`src/rtl/ex_unit_pipe.sv`:
```
// Registered RV32 execute stage: register file, MEM/WB forwarding, ALU, branch
// compare and an optional iterative multiply/divide unit behind a valid/ready handshake.
module ex_unit_pipe #(
  parameter int unsigned XLEN       = 32,
  parameter int unsigned NREGS      = 32,
  parameter int unsigned HAS_MULDIV = 1
) (
  input  logic            clk,
  input  logic            reset_n,
  input  logic            flush,
  input  logic            in_valid,
  output logic            in_ready,
  input  logic [4:0]      rs1,
  input  logic [4:0]      rs2,
  input  logic [4:0]      rd,
  input  logic [XLEN-1:0] imm,
  input  logic [3:0]      op,
  input  logic [6:0]      opcode,
  input  logic            is_m,
  input  logic            wb_we,
  input  logic [4:0]      wb_rd,
  input  logic [XLEN-1:0] wb_res,
  input  logic            mem_fwd_valid,
  input  logic [4:0]      mem_rd,
  input  logic [XLEN-1:0] mem_res,
  output logic            out_valid,
  input  logic            out_ready,
  output logic [XLEN-1:0] res,
  output logic [XLEN-1:0] x2,
  output logic [4:0]      rd_out,
  output logic            busy
);

  localparam int unsigned SHW = $clog2(XLEN);
  localparam int unsigned RIW = $clog2(NREGS);
  localparam int unsigned CW  = $clog2(XLEN);

  localparam logic [6:0] OP_IMM   = 7'b0010011;
  localparam logic [6:0] OP_REG   = 7'b0110011;
  localparam logic [6:0] OP_LUI   = 7'b0110111;
  localparam logic [6:0] OP_JALR  = 7'b1100111;
  localparam logic [6:0] OP_LOAD  = 7'b0000011;
  localparam logic [6:0] OP_STORE = 7'b0100011;
  localparam logic [6:0] OP_BR    = 7'b1100011;

  typedef enum logic [1:0] {S_IDLE, S_CALC, S_DONE} state_t;

  state_t                r_state, w_state_nxt;
  logic [XLEN-1:0]       r_regs [NREGS];
  logic                  r_out_valid;
  logic [XLEN-1:0]       r_res, r_x2;
  logic [4:0]            r_rd;
  logic [CW-1:0]         r_cnt;
  logic [2:0]            r_f3;
  logic [XLEN-1:0]       r_a, r_op1, r_md_x2;
  logic [2*XLEN-1:0]     r_p;
  logic                  r_neg, r_rneg, r_dz, r_ovf;
  logic [4:0]            r_md_rd;

  logic [XLEN-1:0]       w_op1, w_rs2, w_op2, w_alu, w_res_c, w_md_res;
  logic [SHW-1:0]        w_shamt;
  logic [3:0]            w_alu_op;
  logic                  w_taken, w_accept, w_is_md;
  logic                  w_s1, w_s2, w_n1, w_n2;
  logic [XLEN-1:0]       w_mag1, w_mag2;
  logic [XLEN:0]         w_mul_sum, w_div_sh, w_div_diff;
  logic [2*XLEN-1:0]     w_p_nxt, w_prod;
  logic [XLEN-1:0]       w_quo, w_rem;

  assign in_ready  = (r_state == S_IDLE) && (!r_out_valid || out_ready);
  assign w_accept  = in_valid && in_ready && !flush;
  assign w_is_md   = (HAS_MULDIV != 0) && is_m && (opcode == OP_REG);
  assign out_valid = r_out_valid;
  assign res       = r_res;
  assign x2        = r_x2;
  assign rd_out    = r_rd;
  assign busy      = (r_state == S_CALC);

  // Operand fetch: x0, then MEM forward, then WB bypass, then register file
  always_comb begin
    w_op1 = '0;
    if (rs1 == 5'd0)                         w_op1 = '0;
    else if (mem_fwd_valid && mem_rd == rs1) w_op1 = mem_res;
    else if (wb_we && wb_rd == rs1)          w_op1 = wb_res;
    else if (32'(rs1) < NREGS)               w_op1 = r_regs[RIW'(rs1)];
    w_rs2 = '0;
    if (rs2 == 5'd0)                         w_rs2 = '0;
    else if (mem_fwd_valid && mem_rd == rs2) w_rs2 = mem_res;
    else if (wb_we && wb_rd == rs2)          w_rs2 = wb_res;
    else if (32'(rs2) < NREGS)               w_rs2 = r_regs[RIW'(rs2)];
  end

  always_comb begin
    w_op2 = w_rs2;
    if (opcode == OP_IMM || opcode == OP_LUI || opcode == OP_JALR ||
        opcode == OP_LOAD || opcode == OP_STORE)
      w_op2 = imm;
  end

  // ALU, branch compare and result select for single-cycle ops
  always_comb begin
    w_shamt  = w_op2[SHW-1:0];
    w_alu_op = (opcode == OP_IMM && op == 4'b1000) ? 4'b0000 : op;
    w_alu    = w_op1 + w_op2;
    case (w_alu_op)
      4'b1000: w_alu = w_op1 - w_op2;
      4'b0001: w_alu = w_op1 << w_shamt;
      4'b0010: w_alu = XLEN'($signed(w_op1) < $signed(w_op2));
      4'b0011: w_alu = XLEN'(w_op1 < w_op2);
      4'b0100: w_alu = w_op1 ^ w_op2;
      4'b0101: w_alu = w_op1 >> w_shamt;
      4'b1101: w_alu = $signed(w_op1) >>> w_shamt;
      4'b0110: w_alu = w_op1 | w_op2;
      4'b0111: w_alu = w_op1 & w_op2;
      default: w_alu = w_op1 + w_op2;
    endcase
    w_taken = 1'b0;
    case (op[2:0])
      3'b000:  w_taken = (w_op1 == w_op2);
      3'b001:  w_taken = (w_op1 != w_op2);
      3'b100:  w_taken = ($signed(w_op1) <  $signed(w_op2));
      3'b101:  w_taken = ($signed(w_op1) >= $signed(w_op2));
      3'b110:  w_taken = (w_op1 <  w_op2);
      3'b111:  w_taken = (w_op1 >= w_op2);
      default: w_taken = 1'b0;
    endcase
    w_res_c = imm;
    case (opcode)
      OP_IMM:                     w_res_c = w_alu;
      OP_REG:                     w_res_c = is_m ? (w_op1 + w_op2) : w_alu;
      OP_BR:                      w_res_c = XLEN'(w_taken);
      OP_LOAD, OP_STORE, OP_JALR: w_res_c = w_op1 + imm;
      default:                    w_res_c = imm;
    endcase
  end

  // Mul/div operand conditioning and one-bit-per-cycle iteration step
  always_comb begin
    w_s1   = op[2] ? !op[0] : (op[1:0] == 2'b01 || op[1:0] == 2'b10);
    w_s2   = op[2] ? !op[0] : (op[1:0] == 2'b01);
    w_n1   = w_s1 && w_op1[XLEN-1];
    w_n2   = w_s2 && w_rs2[XLEN-1];
    w_mag1 = w_n1 ? -w_op1 : w_op1;
    w_mag2 = w_n2 ? -w_rs2 : w_rs2;
    w_mul_sum  = {1'b0, r_p[2*XLEN-1:XLEN]} + (r_p[0] ? {1'b0, r_a} : '0);
    w_div_sh   = r_p[2*XLEN-1:XLEN-1];
    w_div_diff = w_div_sh - {1'b0, r_a};
    if (!r_f3[2])
      w_p_nxt = {w_mul_sum, r_p[XLEN-1:1]};
    else if (!w_div_diff[XLEN])
      w_p_nxt = {w_div_diff[XLEN-1:0], r_p[XLEN-2:0], 1'b1};
    else
      w_p_nxt = {w_div_sh[XLEN-1:0], r_p[XLEN-2:0], 1'b0};
    w_prod = r_neg  ? -r_p : r_p;
    w_quo  = r_neg  ? -r_p[XLEN-1:0] : r_p[XLEN-1:0];
    w_rem  = r_rneg ? -r_p[2*XLEN-1:XLEN] : r_p[2*XLEN-1:XLEN];
    if (!r_f3[2])    w_md_res = (r_f3 == 3'b000) ? w_prod[XLEN-1:0] : w_prod[2*XLEN-1:XLEN];
    else if (r_dz)   w_md_res = r_f3[1] ? r_op1 : '1;
    else if (r_ovf)  w_md_res = r_f3[1] ? '0 : r_op1;
    else             w_md_res = r_f3[1] ? w_rem : w_quo;
  end

  always_comb begin
    w_state_nxt = r_state;
    if (flush) begin
      w_state_nxt = S_IDLE;
    end else begin
      case (r_state)
        S_IDLE:  if (w_accept && w_is_md) w_state_nxt = S_CALC;
        S_CALC:  if (r_cnt == CW'(XLEN-1)) w_state_nxt = S_DONE;
        S_DONE:  w_state_nxt = S_IDLE;
        default: w_state_nxt = S_IDLE;
      endcase
    end
  end

  always_ff @(posedge clk or negedge reset_n) begin
    if (!reset_n) r_state <= S_IDLE;
    else          r_state <= w_state_nxt;
  end

  always_ff @(posedge clk or negedge reset_n) begin
    if (!reset_n) begin
      for (int i = 0; i < int'(NREGS); i++) r_regs[i] <= '0;
    end else if (wb_we && wb_rd != 5'd0 && 32'(wb_rd) < NREGS) begin
      r_regs[RIW'(wb_rd)] <= wb_res;
    end
  end

  // Output register and mul/div working state
  always_ff @(posedge clk or negedge reset_n) begin
    if (!reset_n) begin
      r_out_valid <= 1'b0;
      r_res       <= '0;
      r_x2        <= '0;
      r_rd        <= '0;
      r_cnt       <= '0;
      r_f3        <= '0;
      r_a         <= '0;
      r_op1       <= '0;
      r_md_x2     <= '0;
      r_md_rd     <= '0;
      r_p         <= '0;
      r_neg       <= 1'b0;
      r_rneg      <= 1'b0;
      r_dz        <= 1'b0;
      r_ovf       <= 1'b0;
    end else begin
      if (flush) begin
        r_out_valid <= 1'b0;
      end else if (w_accept && !w_is_md) begin
        r_out_valid <= 1'b1;
        r_res       <= w_res_c;
        r_x2        <= w_rs2;
        r_rd        <= rd;
      end else if (r_state == S_DONE) begin
        r_out_valid <= 1'b1;
        r_res       <= w_md_res;
        r_x2        <= r_md_x2;
        r_rd        <= r_md_rd;
      end else if (out_ready) begin
        r_out_valid <= 1'b0;
      end

      if (w_accept && w_is_md) begin
        r_cnt   <= '0;
        r_f3    <= op[2:0];
        r_op1   <= w_op1;
        r_md_x2 <= w_rs2;
        r_md_rd <= rd;
        r_neg   <= w_n1 ^ w_n2;
        r_rneg  <= w_n1;
        r_dz    <= (w_rs2 == '0);
        r_ovf   <= !op[0] && (w_op1 == {1'b1, {(XLEN-1){1'b0}}}) && (w_rs2 == '1);
        r_a     <= op[2] ? w_mag2 : w_mag1;
        r_p     <= {{XLEN{1'b0}}, (op[2] ? w_mag1 : w_mag2)};
      end else if (r_state == S_CALC) begin
        r_cnt <= r_cnt + 1'b1;
        r_p   <= w_p_nxt;
      end
    end
  end

endmodule

```
`config.mk`:
```
export PLATFORM = sky130hd
export DESIGN_NAME = ex_unit_pipe
export DESIGN_NICKNAME = d
export VERILOG_FILES = /design/src/rtl/ex_unit_pipe.sv
export SDC_FILE = /design/constraint.sdc
export NUM_CORES = 2
export LEC_CHECK = 0
export CORE_MARGIN = 2
export CORE_UTILIZATION = 32
export DETAILED_ROUTE_END_ITERATION = 12
export PLACE_DENSITY = 0.45
export SETUP_SLACK_MARGIN = 0.2
export SYNTH_ARGS = -nofsm -noshare
export SYNTH_HDL_FRONTEND = slang
export SYNTH_SLANG_ARGS = --single-unit
```
`constraint.sdc`:
```
create_clock -name clk -period 13.8 [get_ports clk]
set_input_delay 1.38 -clock clk [delete_from_list [all_inputs] [get_ports clk]]
set_output_delay 1.38 -clock clk [all_outputs]
set_load 0.02 [all_outputs]
```
==> out/qor.txt <==
Multi-input gate area: 51330 um2
CP delay by family, top: simple AND/OR/NAND/NOR gates
Synth Instances: 8158
Final hold vios: 0
GRT Total Usage: 29.53%
Worst setup EP type: register
Initial Util: 32.08%
Critical Path RT: 14430 ps
Vias in the first global route: 71300
CTS Buffer Depth: 4
R2r endpoint: res[0]
Drt first pass iters: 7
Crit path cell chain: buf_8 > xnor2_1 > nand4_1 > nor2_4 > a32o_1 > a211o_4 > nand2_4 > inv_2 > ha_1 > fa_1 > nor2b_1 > o211ai_1 > nor4b_1 > o21ai_0 > o311a_1 > a211oi_1 > nor2b_1 > nor3_1 > xnor2_1 > mux2_2 > o21ai_1 > o2111ai_1
Clock Tree Root: clkbuf_16
Io pins: 212
Grt ovf: 0
Maximum vdd drop: 0.00009860 V
Fmax: 105.2 MHz
Reg2reg start: r_regs[900]
Min Tclk post-route: 9507 ps
Mapped Nets: 8509
Most common cell after layout, fill and taps aside: dfrtp_1
Post-DR vias/cell: 6.189
PnR worst setup slack: 4293 ps
P&R area growth vs syn: 12.83%
MaxCap Viol Count: 0
Hold-fix buffers, CTS: 0
CTS clk-pin slew, worst paths: 60 ps
Die area: 275200 um2
CTS tree: yes
CP Launch Type: input pin
Period utilisation layout: 68.89%
Worst reg2reg path depth: 18
FF/Latch Area: 31860 um2
Worst Path Buf+Inv: 2
Post-synthesis sequential area ratio: 36.74%
RSZ-0062 raised after global routing: false
Status: complete, no violations
Fillcell total: 26700
Die Y: 524.6 um
Dpl ws: 3801 ps
Setup violators final: 0
HP Start: r_regs[1019]
Iteration-0 DRC Markers: 8345
Slew HR: 13.34%
Largest net degree at the start of global routing: 173
Commonest non-fill, non-tap cells in the layout: 1271 x dfrtp_1, 999 x mux2_2, 578 x o21ai_0
Placeable Area: 270300 um2
Antenna viol nets, final: 0
Initial antenna violation count: 25
Ys flop type: dfrtp_1
PortBufs: 211
Internal power: 8.897 mW
Detail Placement HPWL: 288.6 mm
Least-Margin Pin Slew: 1296 ps
Crit path max fanout: 78
Worst skew pair latency: 860 ps
Number of synthesis warnings: 0
CTS buffer count: 167
Flops & latches, synth: 1273
First-pass GRT wire length: 582.4 mm
Power Density: 144.1 nW/um2
Asr flop ratio synth: 100.0%
DRC violations left: 0
Worst hold endpoint: r_regs[1019]
Fin nets: 8409
Via count: 72740
# rows: 191
Cell area after layout: 97840 um2
CP peak stage delay: 1110 ps
Worst min-delay path category: reg2reg
CTS Sinks: 1273
Mean area per synthesized cell: 10.63 um2
Die width: 524.6 um
Area of the mapped netlist: 86710 um2
Critical path's slowest cell: nor2_4
Worst setup path class: in2reg
Htree depth: 4
Psw: 5.199 mW
Final setup skew: 78.53 ps
R2r setup slk: 6340 ps
Routed WL: 418.2 mm
Share of cells above drive strength 1: 26.18%
Post-DP Area: 92430 um2
Critical Path AT: 10140 ps
Post-synth EDFFs: 0
Post-CTS setup buffers: 0
Min-Delay Path Depth: 0
Yosys cell types: 107
Setup tns final: 0 ps
Clock power share: 31.3%
Slew Viols, Final: 0
Leak: 40.56 nW
Sw Ratio: 36.88%
Logic pwr share: 34.1%
GPL Wtd Cong: 1.025
Resized cells post-CTS: 0
Flop pwr share: 34.6%
WL per Instance: 35.59 um
## worst max-delay path by stage
| stage | startpoint | endpoint | slack (ps) | cells past startpoint |
|---|---|---|---|---|
| finish | rs2[1] | res[0] | 4290 | 22 |
| global route | rs2[1] | res[0] | 4150 | 22 |
| CTS | rs2[1] | res[0] | 4620 | 22 |
| detailed placement | rs2[1] | res[0] | 3800 | 22 |
| global placement | rs2[0] | res[12] | 2760 | 22 |
| floorplan | rs2[2] | res[0] | 6350 | 28 |
## cell type report
| cell class | count | share of cell area, % |
|---|---|---|
| flip-flops and latches | 1273 | 32.56 |
| repair buffers | 468 | 4.225 |
| clock inverters | 54 | 0.6138 |
| multi-input cells | 5978 | 52.46 |
| inverters | 170 | 0.6535 |
| well taps | 3570 | 4.565 |
| clock buffers | 231 | 4.899 |
| diodes | 8 | 0.02046 |
## metrics by stage
step | utilization, % | std cells | power (mW) | hold WS (ps)
final | 36.20 | 11750 | 14.10 | 396.4
after global routing | 36.20 | 11750 | 14.64 | 405.9
after CTS | 36.19 | 11740 | 14.06 | 396.5
after detailed placement | 34.20 | 11460 | 9.607 | 383.6
after global placement | 34.19 | 11460 | 9.576 | 377.1
after floorplan | - | 8158 | 7.704 | 441.3
## layer usage
layer | up-vias | share of wire [%] | GRT usage (%) | wire (um)
li1 | 30490 | - | - | -
met1 | 37960 | 41 | 38.79 | 173200
met2 | 3406 | 45 | 46.34 | 189400
met3 | 868 | 6.9 | 5.041 | 29050
met4 | 12 | 6.3 | 15.93 | 26420
met5 | - | 0.016 | 0 | 67
## registers in the layout (all words and copies together) (netlist names)
register   count
out_valid      1
r_a           32
r_cnt          5
r_dz           1
r_f3           3
r_md_rd        5
r_md_x2       32
r_neg          1
r_op1         32
r_ovf          1
r_p           64
r_regs      1024
r_rneg         1
r_state        2
rd_out         5
res           32
x2            32
## kinds of logic after synthesis
group,share of synthesized area [%]
AOI/OAI and AO/OA,15.17
muxes,28.66
and+or+nand+nor,8.926
DFF,36.74
buffers and inverters,4.522
xor gates and xnor gates,2.899
adders and majority gates,3.088
## power groups by stage
stage / logic (mW) / clock network (mW) / registers (mW)
floorplan: 2.95 / 0 / 4.76
global placement: 4.69 / 0 / 4.88
detailed placement: 4.68 / 0 / 4.92
CTS: 4.70 / 4.50 / 4.86
global route: 5.03 / 4.66 / 4.95
finish: 4.80 / 4.41 / 4.88
## cell usage after synthesis (56+ instances only)
cell type	number	area share (%)
mux4_2	470	12
o21ai_0	580	3.3
mux2_2	999	13
a21o_1	67	0.58
a22oi_1	97	0.84
xnor2_1	181	1.8
dfrtp_1	1273	37
nand3_1	186	1.1
buf_2	91	0.53
nor3_1	112	0.65
clkbuf_1	534	2.3
nor2_1	463	2.0
o22ai_1	106	0.76
a211oi_1	83	0.72
xor2_1	106	1.1
mux2i_1	287	3.3
a221oi_1	56	0.57
o211ai_1	85	0.74
a31oi_1	64	0.46
a21oi_1	434	2.5
inv_1	163	0.71
ha_1	206	3.0
nand2_1	590	2.6
## worst reg2reg max path: cells and delay by family (launching register included)
kind / cells / cell delay [ps]
DFF: 1 / 410
muxes: 3 / 1230
xor gates and xnor gates: 1 / 210
adders and majority gates: 1 / 550
AOI/OAI and AO/OA: 8 / 2840
buffers and inverters: 1 / 510
and+or+nand+nor: 4 / 1480
Note: power is estimated with default switching activity, not from simulation.
